**src/rtl/game_tick_ctrl.sv**
```systemverilog
// game_tick_ctrl: sequencer for one snake game step.
//
// Paces moves with a tick counter, requests the next-map computation, waits
// for the collision checker flags to settle, then commits the step, requests
// a point respawn when a snake has eaten, asks the renderer for a frame, and
// latches the match result when the game ends.
//
// Optional feature macro: GAME_PAUSE_EN (adds the pause input; while high in
// WAIT_TICK the tick counter holds its value).
//
// Ports:
//   clk          system clock
//   rst          asynchronous active-low reset
//   pause        (GAME_PAUSE_EN only) hold the move timer
//   mode         top-level mode; the controller runs only in GAME
//   calc_req     level, requests map_nxt computation until calc_done
//   calc_done    one-cycle pulse, map_nxt stable
//   eaten1/2     collision checker: snake 1/2 ate a point
//   won/lost/draw collision checker: match outcome flags
//   commit       one-cycle pulse, map <= map_nxt
//   grow1/2      one-cycle pulses coincident with commit
//   spawn_req    level, place a new POINT until spawn_done
//   spawn_done   one-cycle pulse
//   refresh_req  level, until the renderer reports refreshed
//   refreshed    renderer finished a frame
//   game_over    level, match finished
//   result       00 none, 01 won, 10 lost, 11 draw; valid while game_over
//   busy         high in every state except IDLE, WAIT_TICK and OVER

package game_tick_ctrl_pkg;
  typedef enum logic [1:0] {
    MENU  = 2'd0,
    GAME  = 2'd1,
    SETUP = 2'd2,
    SCORE = 2'd3
  } game_mode;
endpackage

module game_tick_ctrl
  import game_tick_ctrl_pkg::*;
#(
  parameter int unsigned TICK_CYCLES = 25_000_000,
  parameter int unsigned CHECK_LAT   = 2,
  parameter int unsigned TIMER_W     = 32
) (
  input  logic       clk,
  input  logic       rst,
`ifdef GAME_PAUSE_EN
  input  logic       pause,
`endif
  input  game_mode   mode,
  output logic       calc_req,
  input  logic       calc_done,
  input  logic       eaten1,
  input  logic       eaten2,
  input  logic       won,
  input  logic       lost,
  input  logic       draw,
  output logic       commit,
  output logic       grow1,
  output logic       grow2,
  output logic       spawn_req,
  input  logic       spawn_done,
  output logic       refresh_req,
  input  logic       refreshed,
  output logic       game_over,
  output logic [1:0] result,
  output logic       busy
);

  localparam int unsigned CHK_W = $clog2(CHECK_LAT + 1);
  localparam logic [TIMER_W-1:0] TICK_LAST = TIMER_W'(TICK_CYCLES - 1);

  typedef enum logic [2:0] {
    ST_IDLE,
    ST_WAIT_TICK,
    ST_CALC,
    ST_CHECK,
    ST_COMMIT,
    ST_SPAWN,
    ST_REFRESH,
    ST_OVER
  } state_t;

  state_t               state_q;
  state_t               state_nxt;
  logic [TIMER_W-1:0]   tick_q;
  logic [TIMER_W-1:0]   tick_nxt;
  logic [CHK_W-1:0]     chk_q;
  logic [CHK_W-1:0]     chk_nxt;
  logic [1:0]           eat_q;
  logic [1:0]           eat_nxt;
  logic [1:0]           res_nxt;

  logic                 calc_req_d;
  logic                 commit_d;
  logic [1:0]           grow_d;
  logic                 spawn_req_d;
  logic                 refresh_req_d;
  logic                 game_over_d;
  logic                 busy_d;

  // Timer hold request; tied off when the pause feature is not built.
  logic                 tick_hold;
`ifdef GAME_PAUSE_EN
  assign tick_hold = pause;
`else
  assign tick_hold = 1'b0;
`endif

  // State and datapath registers, plus the registered outputs.
  always_ff @(posedge clk or negedge rst) begin
    if (!rst) begin
      state_q     <= ST_IDLE;
      tick_q      <= '0;
      chk_q       <= '0;
      eat_q       <= '0;
      calc_req    <= 1'b0;
      commit      <= 1'b0;
      grow1       <= 1'b0;
      grow2       <= 1'b0;
      spawn_req   <= 1'b0;
      refresh_req <= 1'b0;
      game_over   <= 1'b0;
      result      <= 2'b00;
      busy        <= 1'b0;
    end else begin
      state_q     <= state_nxt;
      tick_q      <= tick_nxt;
      chk_q       <= chk_nxt;
      eat_q       <= eat_nxt;
      calc_req    <= calc_req_d;
      commit      <= commit_d;
      grow1       <= grow_d[0];
      grow2       <= grow_d[1];
      spawn_req   <= spawn_req_d;
      refresh_req <= refresh_req_d;
      game_over   <= game_over_d;
      result      <= res_nxt;
      busy        <= busy_d;
    end
  end

  // Next-state and datapath update. The tick counter is zero outside
  // WAIT_TICK, so every entry into WAIT_TICK starts a full tick period.
  always_comb begin
    state_nxt = state_q;
    tick_nxt  = '0;
    chk_nxt   = chk_q;
    eat_nxt   = eat_q;
    res_nxt   = result;

    if (mode != GAME) begin
      // Leaving GAME aborts the step: nothing committed, requests drop.
      state_nxt = ST_IDLE;
      chk_nxt   = '0;
      eat_nxt   = '0;
      res_nxt   = 2'b00;
    end else begin
      case (state_q)
        ST_IDLE: begin
          state_nxt = ST_WAIT_TICK;
        end

        ST_WAIT_TICK: begin
          if (tick_hold) begin
            tick_nxt = tick_q;
          end else if (tick_q == TICK_LAST) begin
            state_nxt = ST_CALC;
          end else begin
            tick_nxt = tick_q + TIMER_W'(1);
          end
        end

        ST_CALC: begin
          if (calc_done) begin
            state_nxt = ST_CHECK;
            chk_nxt   = CHK_W'(CHECK_LAT);
          end
        end

        // Flags are sampled on the edge where the count reaches zero, i.e.
        // CHECK_LAT cycles after calc_done.
        ST_CHECK: begin
          if (chk_q <= CHK_W'(1)) begin
            chk_nxt = '0;
            if (draw) begin
              res_nxt   = 2'b11;
              state_nxt = ST_OVER;
            end else if (lost) begin
              res_nxt   = 2'b10;
              state_nxt = ST_OVER;
            end else if (won) begin
              res_nxt   = 2'b01;
              state_nxt = ST_OVER;
            end else begin
              eat_nxt   = {eaten2, eaten1};
              state_nxt = ST_COMMIT;
            end
          end else begin
            chk_nxt = chk_q - CHK_W'(1);
          end
        end

        // One spawn request regardless of how many snakes ate.
        ST_COMMIT: begin
          state_nxt = (eat_q != 2'b00) ? ST_SPAWN : ST_REFRESH;
          eat_nxt   = '0;
        end

        ST_SPAWN: begin
          if (spawn_done) begin
            state_nxt = ST_REFRESH;
          end
        end

        ST_REFRESH: begin
          if (refreshed) begin
            state_nxt = ST_WAIT_TICK;
          end
        end

        ST_OVER: begin
          state_nxt = ST_OVER;
        end

        default: begin
          state_nxt = ST_IDLE;
        end
      endcase
    end
  end

  // Output decode from the next state so every output leaves a flop.
  always_comb begin
    calc_req_d    = (state_nxt == ST_CALC);
    commit_d      = (state_nxt == ST_COMMIT);
    grow_d        = commit_d ? eat_nxt : 2'b00;
    spawn_req_d   = (state_nxt == ST_SPAWN);
    refresh_req_d = (state_nxt == ST_REFRESH);
    game_over_d   = (state_nxt == ST_OVER);
    busy_d        = !((state_nxt == ST_IDLE) ||
                      (state_nxt == ST_WAIT_TICK) ||
                      (state_nxt == ST_OVER));
  end

endmodule
```
**config.mk**
```make
export PLATFORM = sky130hd
export DESIGN_NAME = game_tick_ctrl
export DESIGN_NICKNAME = d
export VERILOG_FILES = /design/src/rtl/game_tick_ctrl.sv
export SDC_FILE = /design/constraint.sdc
export NUM_CORES = 1
export LEC_CHECK = 0
export BUFFER_PORTS_ARGS = -buffer_cell sky130_fd_sc_hd__buf_2
export CORE_MARGIN = 2
export CORE_UTILIZATION = 63
export CTS_BUF_LIST = sky130_fd_sc_hd__clkbuf_16
export CTS_CLUSTER_DIAMETER = 200
export DETAILED_ROUTE_END_ITERATION = 10
export PLACE_DENSITY = 0.81
export SYNTH_ARGS = -nofsm -noshare
export SYNTH_HDL_FRONTEND = slang
export SYNTH_SLANG_ARGS = --single-unit
```
**constraint.sdc**
```tcl
create_clock -name clk -period 3.8 [get_ports clk]
set_clock_uncertainty 0.2 [all_clocks]
set_input_delay 0.76 -clock clk [delete_from_list [all_inputs] [get_ports clk]]
set_output_delay 0.76 -clock clk [all_outputs]
set_load 0.05 [all_outputs]
```
==> results.yml <==
run_status:
  status: "finished, final reports clean"
routing:
  ant_nets: 0
  drtPass1Iterations: 4
  routedWlPerCell_um: 14.27
  detail_route.vias_per_cell: 5.822
  drc_errors: 0
  wl_mm: 4.724
  detail_route.iter0.violations: 164
  routed-via-count: 1927
synthesis:
  synthSimpleGateAreaFrac: 0.2869
  syn_inst: 265
  ys_types: 42
  syn_area_um2: 2469
  seq_area_frac_synth: 0.4967
  synthMuxAreaShare: 0
  synth_top_cell_by_area: "dfrtp_1"
  synthTopCellsByCount: "49 x dfrtp_1, 41 x nor2_1, 21 x xnor2_1"
  synthXorXnorAreaFrac: 0.09579
  synth_edf_count: 0
  synth_top_area_frac: 0.4967
  synth.most_common_cell: "dfrtp_1"
  synth_nets: 278
  async_reset_ff_frac: 1.000
  synth_seq_cells: 49
  syn_avg_cell_area_um2: 9.316
  yosysWarnings: 0
  yosys-top-cells-area: "dfrtp_1 50%, xnor2_1 7.5%, nor2_1 6.2%"
  yosys_most_used_dff: "dfrtp_1"
  synth_top_family_by_area: "simple AND/OR/NAND/NOR gates"
  synth_adder_area_share: 0.005068
  synth-compound-area-share: 0.07704
sta:
  fin_ws_ps: 1189
  max_freq_ghz: 0.3831
  hold_slack_ps: 282.8
  period_share: 0.6870
  maxSlewViolCount: 0
  grt_setup_unrepaired: "false"
  finalHoldViolations: 0
  finalCriticalPeriod_ps: 2611
  slew_headroom: 0.3109
  setup-violations-final: 0
  setup_tns_ps: 0
  tightestPinTransition_ps: 1034
pwr:
  power_leakage_nw: 1.096
  pwr-share-comb: 0.031
  ir_worst_vdd_mv: 0.2888
  cellInternalPower_mw: 0.8373
  clkPwrFrac: 0.465
  p_per_area_nw_per_um2: 379.3
  p_sw_frac: 0.1962
  pwr-share-seq: 0.504
  p_sw_mw: 0.2044
cts:
  cts_max_level: 2
  cts_tree: "built"
  clock_latency_ps: 290
  numCtsBuffers: 5
  clock_sinks: 49
  post-cts-setup-buffers: 0
  cts.clk_slew.worst_paths_ps: 60
  cts_root_buf: "clkbuf_16"
  cts_resized: 0
  clockBufferDepth: 2
  cts_hold_buf: 0
worst_setup_path:
  cp_max_fo: 6
  worst-setup-path-type: "in -> reg"
  critPathArrivalTime_ps: 2600
  endpoint_kind: "flip-flop"
  start_kind: "primary input"
  required_ps: 3790
place:
  place_hpwl_mm: 3.152
  port-buffer-count: 21
  dp_slack_ps: 898.0
  gp_congestion: 0.7574
  dpl_cell_area_um2: 2584
die:
  core_area_um2: 3716
  start_util: 0.6643
  num_rows: 22
  die_area_um2: 4435
  die_w_um: 66.60
  die_h_um: 66.60
  num_io_pins: 22
grt:
  antenna_found_initial: 0
  grt_max_degree: 50
  grt_pass1_vias: 1896
  grt_pass1_wl_mm: 8.155
  grt_usage: 0.2466
  grt-ovfl-total: 0
cells_and_area:
  nets: 295
  final_cell_area_um2: 2746
  n_fill_cell: 286
  drive_gt1_frac: 0.1237
  area_delta_synth_final_pct: 11.25
  antenna_cells: 0
hold_path:
  hp-class: "reg -> reg"
run:
  cap_viol_max_count: 0
through the flow:
step,utilization,cells,total power [mW]
after CTS,0.7391,331,1.050
after global placement,0.6953,323,0.5669
after detailed placement,0.6953,323,0.5678
after global routing,0.7391,331,1.073
final,0.7391,331,1.042
after floorplan,-,265,0.5479
cell usage in the layout, fill, tap and decap left out, types with 2 or more instances in the layout:
master,netlist,layout
a211oi_1,2,2
a21oi_1,10,10
a21oi_2,2,2
and3_1,3,3
and4_1,3,3
buf_2,4,21
clkbuf_16,0,5
dfrtp_1,49,49
inv_1,10,11
nand2_1,19,19
nand2b_1,3,3
nand3_1,17,17
nand4_1,8,8
nor2_1,41,41
nor2b_1,6,6
nor3_1,13,13
nor4_1,8,8
o21ai_0,8,8
or3_1,4,4
xnor2_1,21,21
xor2_1,6,6
state kept, by name, indices dropped and copies added (netlist names):
register,flops
tick_q,32
state_q,3
chk_q,2
eat_q,2
result,2
busy,1
calc_req,1
commit,1
game_over,1
grow1,1
grow2,1
refresh_req,1
spawn_req,1
final cells by class:
class / instances / area, um^2 / area share
Multi-Input combinational cell: 194 / 1147 / 0.4178
Sequential cell: 49 / 1226 / 0.4465
Tap cell: 48 / 60.06 / 0.02187
Clock buffer: 5 / 125.1 / 0.04556
Inverter: 10 / 37.54 / 0.01367
Clock inverter: 3 / 37.54 / 0.01367
Timing Repair Buffer: 22 / 112.6 / 0.04100
per-layer routing:
metal,track usage,routed length (um),vias up
met3,0.04223,158,9
li1,-,-,949
met5,0,0,-
met2,0.4475,2464,35
met4,0.1224,102,0
met1,0.2767,1999,934
final timing paths:
kind / from / endpoint / slack, ps / cells past startpoint
min in group asynchronous: rst / tick_q[21]$_DFF_PN0_ / 460 / 1
worst max register to register: tick_q[0]$_DFF_PN0_ / tick_q[31]$_DFF_PN0_ / 1290 / 7
worst min-delay path: tick_q[0]$_DFF_PN0_ / tick_q[0]$_DFF_PN0_ / 280 / 1
max in group asynchronous: rst / tick_q[0]$_DFF_PN0_ / 2310 / 1
worst max-delay path: lost / grow1$_DFF_PN0_ / 1190 / 6
worst min register to register: tick_q[0]$_DFF_PN0_ / tick_q[0]$_DFF_PN0_ / 280 / 1
power groups by stage:
stage / clock [mW] / combinational [mW] / sequential, mW
2_1_floorplan: 0 / 0.0146 / 0.533
3_3_place_gp: 0 / 0.0325 / 0.534
3_5_place_dp: 0 / 0.0334 / 0.534
4_1_cts: 0.492 / 0.0331 / 0.525
5_1_grt: 0.510 / 0.0377 / 0.525
6_report: 0.485 / 0.0321 / 0.525
cells by family after synthesis:
logic type               Yosys count
adder cells (fa/ha/maj)            1
buffers and inverters             22
AND/OR/NAND/NOR                  136
XOR/XNOR                          27
AO/OA/AOI/OAI                     30
flip-flops                        49
critical path: stages:
cell,delay [ps]
buf_2,110
nor3_1,440
a21oi_1,170
nor3_1,550
nand4_1,280
a211oi_1,290
(Power assumes the default switching activity.)
